**config.mk**
```make
export PLATFORM = sky130hd
export DESIGN_NAME = mux_sel_arbiter_flat
export DESIGN_NICKNAME = d
export VERILOG_FILES = /design/src/rtl/mux_sel_pkg.sv /design/src/rtl/mux_sel_arbiter_if.sv /design/src/rtl/mux_sel_arbiter_rr_pick4.sv /design/src/rtl/mux_sel_arbiter.sv /design/src/flat_wrapper.sv
export SDC_FILE = /design/constraint.sdc
export NUM_CORES = 1
export LEC_CHECK = 0
export CAP_MARGIN = 25
export CORE_MARGIN = 4
export CORE_UTILIZATION = 23
export DETAILED_ROUTE_END_ITERATION = 7
export GPL_TIMING_DRIVEN = 0
export SLEW_MARGIN = 25
export SYNTH_ARGS = -nofsm -noshare
export SYNTH_HDL_FRONTEND = slang
export SYNTH_SLANG_ARGS = --single-unit
```
**constraint.sdc**
```tcl
create_clock -name clk -period 2.1 [get_ports clk]
set_input_delay 0.525 -clock clk [delete_from_list [all_inputs] [get_ports clk]]
set_output_delay 0.525 -clock clk [all_outputs]
set_load 0.01 [all_outputs]
```
**src/rtl/mux_sel_pkg.sv**
```systemverilog
`timescale 1ns/1ps
// -----------------------------------------------------------------------------
// mux_sel_pkg
// Shared definitions for the mux select arbiter slice:
//   N_SRC        number of upstream sources (mux inputs)
//   SEL_W        width of the binary mux select
//   arb_state_t  arbiter FSM states
//   onehot2      binary select -> one-hot grant decode
// -----------------------------------------------------------------------------
package mux_sel_pkg;

  localparam int N_SRC = 4;
  localparam int SEL_W = 2;

  typedef enum logic {
    IDLE  = 1'b0,
    GRANT = 1'b1
  } arb_state_t;

  function automatic logic [N_SRC-1:0] onehot2(input logic [SEL_W-1:0] s);
    onehot2    = '0;
    onehot2[s] = 1'b1;
  endfunction

endpackage

```
**src/rtl/mux_sel_arbiter_if.sv**
```systemverilog
`timescale 1ns/1ps
// -----------------------------------------------------------------------------
// mux_sel_arbiter_if
// Bundles the request/select/handshake signals between the sources, the
// arbiter and the downstream 4-to-1 mux consumer.
//   req        per-source request (source i has data on mux input i)
//   out_ready  consumer accepts the current beat
//   sel        mux select (binary index of the granted source)
//   sel_valid  sel is valid, mux output carries a beat
//   gnt        one-hot per-source acknowledge
//   beat       one-cycle pulse after each accepted beat
// Modports:
//   master  the arbiter (drives sel/sel_valid/gnt/beat)
//   slave   sources + consumer side (drive req/out_ready)
// -----------------------------------------------------------------------------
interface mux_sel_arbiter_if;
  import mux_sel_pkg::*;

  logic [N_SRC-1:0] req;
  logic             out_ready;
  logic [SEL_W-1:0] sel;
  logic             sel_valid;
  logic [N_SRC-1:0] gnt;
  logic             beat;

  modport master (
    input  req, out_ready,
    output sel, sel_valid, gnt, beat
  );

  modport slave (
    output req, out_ready,
    input  sel, sel_valid, gnt, beat
  );

endinterface

```
**src/rtl/mux_sel_arbiter_rr_pick4.sv**
```systemverilog
`timescale 1ns/1ps
// -----------------------------------------------------------------------------
// rr_pick4
// Combinational round-robin picker for four requesters.
//   req     request vector
//   ptr     highest-priority index; scan order is ptr, ptr+1, ... mod 4
//   winner  first set request bit in scan order (0 when none)
//   any     at least one request is set
// -----------------------------------------------------------------------------
module rr_pick4
  import mux_sel_pkg::*;
(
  input  logic [N_SRC-1:0] req,
  input  logic [SEL_W-1:0] ptr,
  output logic [SEL_W-1:0] winner,
  output logic             any
);

  logic [SEL_W-1:0] idx;

  // NOTE: combinational blocks use blocking assignments and give every output
  // a default first, so no path leaves a value unassigned and no latch forms.
  always_comb begin
    winner = '0;
    idx    = '0;
    any    = |req;
    // Scan from the farthest offset down so the nearest request to ptr is
    // the last one written and therefore wins. The 2-bit add wraps 3 -> 0.
    for (int k = N_SRC - 1; k >= 0; k--) begin
      idx = ptr + SEL_W'(k);
      if (req[idx]) winner = idx;
    end
  end

endmodule

```
**src/rtl/mux_sel_arbiter.sv**
```systemverilog
`timescale 1ns/1ps
// -----------------------------------------------------------------------------
// mux_sel_arbiter
// Round-robin arbiter producing the select for a downstream 4-to-1 data mux.
// One source is granted at a time; the grant lasts until the source drops its
// request or MAX_HOLD beats have been accepted, then rotates. All outputs are
// registered.
//   clk    rising-edge clock
//   rst_n  asynchronous active-low reset
//   bus    mux_sel_arbiter_if.master (req, out_ready in; sel, sel_valid,
//          gnt, beat out)
// Parameters:
//   MAX_HOLD  accepted beats per grant before forced rotation (1..15)
//   CNT_W     beat counter width, 2**CNT_W must exceed MAX_HOLD
// -----------------------------------------------------------------------------
module mux_sel_arbiter
  import mux_sel_pkg::*;
#(
  parameter int MAX_HOLD = 4,
  parameter int CNT_W    = 4
) (
  input  logic              clk,
  input  logic              rst_n,
  mux_sel_arbiter_if.master bus
);

  arb_state_t       state_q, state_d;
  logic [SEL_W-1:0] sel_q,   sel_d;
  logic             valid_q, valid_d;
  logic [N_SRC-1:0] gnt_q,   gnt_d;
  logic             beat_q,  beat_d;
  logic [CNT_W-1:0] cnt_q,   cnt_d;
  logic [SEL_W-1:0] ptr_q,   ptr_d;

  logic             accept;
  logic [CNT_W-1:0] cnt_inc;
  logic             release_now;
  logic [SEL_W-1:0] pick_ptr;
  logic [SEL_W-1:0] winner;
  logic             pick_any;

  assign accept  = valid_q & bus.out_ready;
  assign cnt_inc = cnt_q + CNT_W'(1);

  // While granted, the picker already looks from the post-release pointer so
  // a release can hand over to the next source in the same edge.
  assign pick_ptr = (state_q == GRANT) ? sel_q + SEL_W'(1) : ptr_q;

  assign release_now = ~bus.req[sel_q] | (accept & (cnt_inc == CNT_W'(MAX_HOLD)));

  rr_pick4 u_pick (
    .req    (bus.req),
    .ptr    (pick_ptr),
    .winner (winner),
    .any    (pick_any)
  );

  always_comb begin
    state_d = state_q;
    sel_d   = sel_q;
    valid_d = valid_q;
    gnt_d   = gnt_q;
    cnt_d   = cnt_q;
    ptr_d   = ptr_q;
    beat_d  = accept;

    case (state_q)
      IDLE: begin
        if (pick_any) begin
          state_d = GRANT;
          sel_d   = winner;
          valid_d = 1'b1;
          gnt_d   = onehot2(winner);
          cnt_d   = '0;
        end
      end

      GRANT: begin
        if (accept) cnt_d = cnt_inc;
        if (release_now) begin
          ptr_d = pick_ptr;
          cnt_d = '0;
          if (pick_any) begin
            // Back-to-back handover (possibly to the same source when it is
            // the only requester left); sel_valid stays high.
            sel_d = winner;
            gnt_d = onehot2(winner);
          end else begin
            state_d = IDLE;
            valid_d = 1'b0;
            gnt_d   = '0;
          end
        end
      end

      default: state_d = IDLE;
    endcase
  end

  // NOTE: state is updated with non-blocking assignments only, and every
  // register is cleared by the asynchronous reset so a mid-burst reset drops
  // the grant at once without waiting for a clock edge.
  always_ff @(posedge clk or negedge rst_n) begin
    if (!rst_n) begin
      state_q <= IDLE;
      sel_q   <= '0;
      valid_q <= 1'b0;
      gnt_q   <= '0;
      beat_q  <= 1'b0;
      cnt_q   <= '0;
      ptr_q   <= '0;
    end else begin
      state_q <= state_d;
      sel_q   <= sel_d;
      valid_q <= valid_d;
      gnt_q   <= gnt_d;
      beat_q  <= beat_d;
      cnt_q   <= cnt_d;
      ptr_q   <= ptr_d;
    end
  end

  assign bus.sel       = sel_q;
  assign bus.sel_valid = valid_q;
  assign bus.gnt       = gnt_q;
  assign bus.beat      = beat_q;

endmodule

```
**src/flat_wrapper.sv**
```systemverilog
// flat-port wrapper written by rule: the top's interface ports become plain ports
module mux_sel_arbiter_flat import mux_sel_pkg::*;
#(
  parameter int MAX_HOLD = 4,
  parameter int CNT_W    = 4
)
  (clk, rst_n, bus_req, bus_out_ready, bus_sel, bus_sel_valid, bus_gnt, bus_beat);
  mux_sel_arbiter_if bus_i ();
  input  logic clk;
  input  logic rst_n;
  input wire logic [$bits(bus_i.req)-1:0] bus_req;
  input wire logic [$bits(bus_i.out_ready)-1:0] bus_out_ready;
  output wire logic [$bits(bus_i.sel)-1:0] bus_sel;
  output wire logic [$bits(bus_i.sel_valid)-1:0] bus_sel_valid;
  output wire logic [$bits(bus_i.gnt)-1:0] bus_gnt;
  output wire logic [$bits(bus_i.beat)-1:0] bus_beat;
  assign bus_i.req = bus_req;
  assign bus_i.out_ready = bus_out_ready;
  assign bus_sel = bus_i.sel;
  assign bus_sel_valid = bus_i.sel_valid;
  assign bus_gnt = bus_i.gnt;
  assign bus_beat = bus_i.beat;
  mux_sel_arbiter #(.MAX_HOLD(MAX_HOLD), .CNT_W(CNT_W)) u_core (.clk(clk), .rst_n(rst_n), .bus(bus_i));
endmodule
```
# ---- Word-level counts from Yosys, hierarchy flattened
# Index checks and enable logic that the tools add are counted.
dict set report op_classes {
  n_addsub 5
  n_lt_le_gt_ge 7
  n_eq_ne 5
  mux 35
  bitwise 5
  n_reduce_logical 6
}
# op n
set op_table {}
lappend op_table {{4-bit 2-to-1 mux} 6}
lappend op_table {{2-bit by 3-bit less-than comparator with 1-bit output, second input constant} 6}
lappend op_table {{4-bit one-hot mux with 2 select lines} 2}
lappend op_table {{2-bit 2-to-1 mux} 7}
lappend op_table {{1-bit 2-to-1 mux} 11}
lappend op_table {{1-bit binary-select mux with 2-bit select} 5}
lappend op_table {{2-bit AND reduction} 3}
lappend op_table {{2-bit by 1-bit adder with 2-bit output, second input constant} 2}
lappend op_table {{2-bit adder, second input constant} 2}
lappend op_table {{4-bit by 1-bit adder with 4-bit output, second input constant} 1}
lappend op_table {{4-bit by 3-bit == test with 1-bit output, second input constant} 1}
lappend op_table {{2-bit != test, second input constant} 2}
lappend op_table {{1-bit one-hot mux with 2 select lines} 2}
lappend op_table {{2-bit one-hot mux with 2 select lines} 1}
lappend op_table {{4-bit OR reduction} 1}
lappend op_table {{3-bit != test, second input constant} 1}
lappend op_table {{3-bit AND reduction} 1}
lappend op_table {{1-bit AND} 2}
lappend op_table {{1-bit demux with 2-bit select} 1}
lappend op_table {{2-bit by 1-bit greater-or-equal comparator with 1-bit output, second input constant} 1}
lappend op_table {{2-bit by 1-bit != test with 1-bit output, second input constant} 1}
lappend op_table {{1-bit inverter} 2}
lappend op_table {{1-bit logical AND} 1}
lappend op_table {{1-bit OR} 1}
dict set report totals {
  reg_bits 15
  inputBits 7
  out_inout_bits 8
  word_cells 70
}

# ---- Depth between registers and ports, before layout
dict set report logic_depth {
  ltp_word 16
  mapped_depth 6
  mapped_depth_nobuf 6
}

# ---- Modules after synthesis
# A second synthesis with hierarchy kept.
dict set report unflattened {
  cells_unflattened 90
  area_unflattened_um2 839.6
}
# module n_inst cells_each area_per_inst_um2 seq_area_each_um2
set by_module_without_submodules {}
lappend by_module_without_submodules {mux_sel_arbiter 1 77 762.0 375.4}
lappend by_module_without_submodules {rr_pick4 1 13 77.6 0.0}

# ---- Worst setup path before layout
# OpenSTA, ideal clock, no wires.
dict set report synth_timing {
  path_kind {input to register}
  from {input port bus_req[0]}
  to {register u_core.sel_q[1], in the netlist u_core.bus.sel[1]}
  setup_time_ps 121
  arrival_time_ps 1642
  t_required_ps 1979
  setup_slack_ps 337
  path_stages 5
  path_buffers 1
  cell_sequence {or4_1 -> clkbuf_1 -> o21ai_4 -> nand2_1 -> a22o_1}
}
dict set report synth_via {
  elab_chain_len 9
  word_cells_on_any_way 21
  classes_between {1 x eq/ne; 17 x mux; 2 x bitwise; 1 x reduce/logical}
}
# item line_no
set synth_rtl {}
lappend synth_rtl {{start: declaration} flat_wrapper.sv:11} ;# input wire logic [$bits(bus_i.req)-1:0] bus_req;
lappend synth_rtl {{1-bit binary-select mux with 2-bit select} mux_sel_arbiter_rr_pick4.sv:31} ;# if (req[idx]) winner = idx;
lappend synth_rtl {{1-bit 2-to-1 mux (not written as such)} mux_sel_arbiter_rr_pick4.sv:31}
lappend synth_rtl {{2-bit 2-to-1 mux (4 in a row)} mux_sel_arbiter_rr_pick4.sv:31}
lappend synth_rtl {{2-bit 2-to-1 mux} {mux_sel_arbiter.sv:69, mux_sel_arbiter.sv:83}}
lappend synth_rtl {{2-bit 2-to-1 mux} mux_sel_arbiter.sv:80} ;# if (release_now) begin
lappend synth_rtl {{2-bit one-hot mux with 2 select lines} mux_sel_arbiter.sv:67} ;# case (state_q)
lappend synth_rtl {{end signal: assignment} mux_sel_arbiter.sv:114} ;# sel_q <= sel_d;
lappend synth_rtl {{end: declaration} mux_sel_arbiter.sv:28} ;# logic [SEL_W-1:0] sel_q, sel_d;
# Parallel ways exist; a longest one is shown, timed or not. The select of a mux whose other input is x is not followed.
# A chain may end at the register's enable or synchronous reset.

# ---- Final worst setup path
dict set report layout_timing {
  from {input port bus_req[1]}
  to {register u_core.cnt_q[0]}
}
dict set report layout_via {
  elab_chain_len 6
  word_cells_on_any_way 10
  classes_between {2 x eq/ne; 4 x mux; 2 x bitwise; 2 x reduce/logical}
}
# item line_no
set layout_rtl {}
lappend layout_rtl {{1-bit binary-select mux with 2-bit select} mux_sel_arbiter.sv:49} ;# assign release_now = ~bus.req[sel_q] | (accept & (cnt_inc == CNT_W'(MAX_HOLD)));
lappend layout_rtl {{1-bit 2-to-1 mux (not written as such)} mux_sel_arbiter.sv:49}
lappend layout_rtl {{1-bit inverter} mux_sel_arbiter.sv:49}
lappend layout_rtl {{1-bit OR} mux_sel_arbiter.sv:49}
lappend layout_rtl {{4-bit 2-to-1 mux / 3-bit != test (equally long branches)} -}
lappend layout_rtl {{4-bit one-hot mux with 2 select lines / 2-bit AND reduction (equally long branches)} -}
lappend layout_rtl {{end signal: assignment} mux_sel_arbiter.sv:118} ;# cnt_q <= cnt_d;
lappend layout_rtl {{end: declaration} mux_sel_arbiter.sv:32} ;# logic [CNT_W-1:0] cnt_q, cnt_d;
# Parallel ways exist; a longest one is shown, timed or not. The select of a mux whose other input is x is not followed.

==> flow_summary.ini <==
[global_route]
gr-usage-all-layers_pct = 8.13
global_routing_met1_resource_utilization_pct = 10.2
grt_first_pass_wirelength_microns = 3280
number_of_global_route_vias_before_repair = 722
met3_usage_pct = 1.01
overflow = 0
met2_track_utilization_from_global_routing_pct = 13.7
top_usage_layer = met2
initial_antenna_violation_count = 0
grt_max_degree = 16

[timing]
fin_worst_skew_ns = 0.00192
finalWorstPathRequiredPeriod_ns = 2.00
max_clock_freq_mhz = 501
finalSetupViolations = 0
post-route-worst-setup-slack_ns = 0.102
rsz0062_at_grt = no
timing.final.max_slew_violations = 0
finalCritPeriodShare_pct = 95.1
max_slew.worst_pin.slew_ns = 0.644
max-slew-margin-rel_pct = 56.9
timing_hold_violations_final = 0

[yosys]
largest_family_of_logic_cells_by_synthesized_area = compound AO/OA/AOI/OAI gates
synth.avg_cell_area_sq_um = 10.7
post_synth_num_cell_types = 36
xor_xnor_share_of_the_synthesized_area_pct = 0.986
synth.area.top_cells = dfrtp_1, nand2_1, mux2_2, a221oi_4, nor2_1
synth-seq-area-share_pct = 42.3
synth-simple-area-share_pct = 14.9
synth_enable_flop_cells = 0
ys.flop_type = dfrtp_1
synth.largest_area_cell = dfrtp_1
synth_compound_gate_area_share_pct = 26.1
synthMuxAreaShare_pct = 8.59
synth_adder_area_share_pct = 2.54
netlist_top_cells_count = dfrtp_1, nand2_1, nor2_1, inv_1, o21ai_0
ys_warn_count = 0
synth.most_common_cell = dfrtp_1
synth_async_sr_flop_share_pct = 100
synthesized_instance_count = 83
syn_nets = 91
post_synth_instance_area_sq_um = 888
synth_top_area_share_pct = 42.3
ys_ff_latch = 15

[clock_tree]
tritoncts_clock_tree = yes
insertion_delay_ns = 0.25
ctsLongestPathBuffers = 2
htree_levels = 1
clock_edge_transition_at_the_registers_on_the_reported_setup_and_hold_paths_ns = 0.06
hold_buffers = 0
clkSinkCount = 15
cts_inserted_buffers = 3
cts.root.buffer_cell = clkbuf_8

[die]
floorplan.die.height_microns = 70.2
area_of_the_core_region_sq_mm = 0.00369
row_count = 22
initial_utilization_pct = 24.1
ios = 15
floorplan.die.width_microns = 70.2
die_area_sq_mm = 0.00492

[setup_path]
slowest_delay_ns = 0.52
path_type_of_the_worst_setup_path = in2reg
setup.worst_path.end_class = register
max_stage_delay_cell_worst_path = mux4_2
timing.critical_path.from_type = input port
critical_path_peak_fanout = 8
critPathRequiredTime_ns = 2.23
timing.critical_path.arrival_ns = 2.13
crit_path_cell_trace = clkdlybuf4s50_1, mux4_2, o311ai_4, o22ai_2, mux2_2

[worst_hold_path]
hold_path_class = reg2reg

[detailed_routing]
dr.pass1.iters = 4
vias_per_cell = 4.74
ant_nets = 0
route.detailed.drc = 0
drtIter0Drc = 13
via_count = 701
post_drt_wl_per_cell_microns = 12.4
routed_wirelength_microns = 1840

[power_and_ir_drop]
power_density_mw_per_mm2 = 1230
worst_case_vdd_ir_drop_uv = 449
power.static_leakage_nw = 0.497
design_power_total_w = 0.00140

[placement]
dp_hpwl_microns = 1400
port_buffers = 14
place_inst = 145
dp_slack_ns = -0.296
globalplace.congestion = 0.821
placed_cell_area_sq_mm = 0.00109

[layout]
n_antenna_cell = 0
stdcell_area_sq_mm = 0.00114
layout.nets = 109
finish.cell_count_without_fillers = 148
drive_above_1_share_pct = 20.0
area.growth.synth_to_final_pct = 28.2
fillers = 396

[outcome]
status = finished clean

[job]
timing.max_cap.violations = 0
## per-layer routing
metal  wire length (microns)  share of wire, %
met3                      60               3.3
met5                       0                 0
met2                     931                51
met4                      31               1.7
met1                     812                44
## cell families (layout without fill, tap and decap cells)
family          count (synthesis)  count (layout)
buf+inv                         8              25
xor+xnor                        1               1
compound gates                 24              24
simple gates                   27              27
fa+ha+maj                       2               2
mux                             6               6
flops                          15              15
## sequential cells by signal, summed over array words and instances, names as in the netlist
register and cells:
u_core.bus.beat 1, u_core.ptr_q 2, u_core.state_q 1, u_core.bus.sel 2, u_core.bus.gnt 4, u_core.cnt_q 4
u_core.bus.sel_valid 1
## layout make-up
type                            instances  area [sq um]  share of cell area, %
Sequential cell                        15           375                   33.0
Buffer                                  2          18.8                   1.65
Tap cell                               48          60.1                   5.27
Clock buffer                            3          41.3                   3.63
Inverter                                5          18.8                   1.65
Multi-Input combinational cell         60           475                   41.8
Clock inverter                          1          5.00                  0.440
Timing Repair Buffer                   14           144                   12.6
## power by group
group          internal, W  switching, W  leakage (nW)  total (W)
combinational     0.000370      0.000334         0.283   0.000704
sequential        0.000377     0.0000887         0.189   0.000466
clock             0.000131      0.000102        0.0255   0.000233
total             0.000878      0.000524         0.497    0.00140
## critical path: cells and delay by family
kind                   cells  cell delay [ns]
AO/OA/AOI/OAI              2             0.34
buffers and inverters      1             0.46
multiplexers               2             0.81
## what timing repair did
action,in CTS,in global routing
endpoints found under the hold margin,0,0
gates resized for setup,2,2
endpoints found under the setup margin,2,6
buffers inserted,0,0
## final timing paths
kind | cells past startpoint | to | slack, ns | startpoint
max | 5 | u_core.cnt_q[0] | 0.10 | bus_req[1]
min | 2 | u_core.bus.gnt[1] | 0.49 | u_core.bus.gnt[1]
max reg2reg | 5 | u_core.bus.gnt[2] | 0.27 | u_core.bus.sel[1]
min reg2reg | 2 | u_core.bus.gnt[1] | 0.49 | u_core.bus.gnt[1]
max in group asynchronous | 1 | u_core.bus.sel[0] | 1.01 | rst_n
min in group asynchronous | 1 | u_core.cnt_q[3] | 0.67 | rst_n
## cell usage in the layout (no fill, tap or decap), types with 3 or more instances in the layout
cell | netlist | layout
mux2_2 | 3 | 3
clkbuf_8 | 0 | 3
a22o_1 | 3 | 3
inv_1 | 5 | 5
o31ai_1 | 3 | 3
nor2_1 | 7 | 7
nand2_1 | 11 | 11
clkdlybuf4s50_1 | 0 | 11
dfrtp_1 | 15 | 15
o21ai_0 | 5 | 5
## through the flow
step           setup TNS, ns  utilization [%]  hold slack (ns)
5_1_grt                    0             30.9            0.539
6_report                   0             30.9            0.491
3_5_place_dp           -2.56             29.5            0.486
4_1_cts                    0             30.7            0.501
2_1_floorplan              0                -            0.229
3_3_place_gp           -2.63             29.5            0.474
No activity file was read; power rests on OpenSTA's default activity.
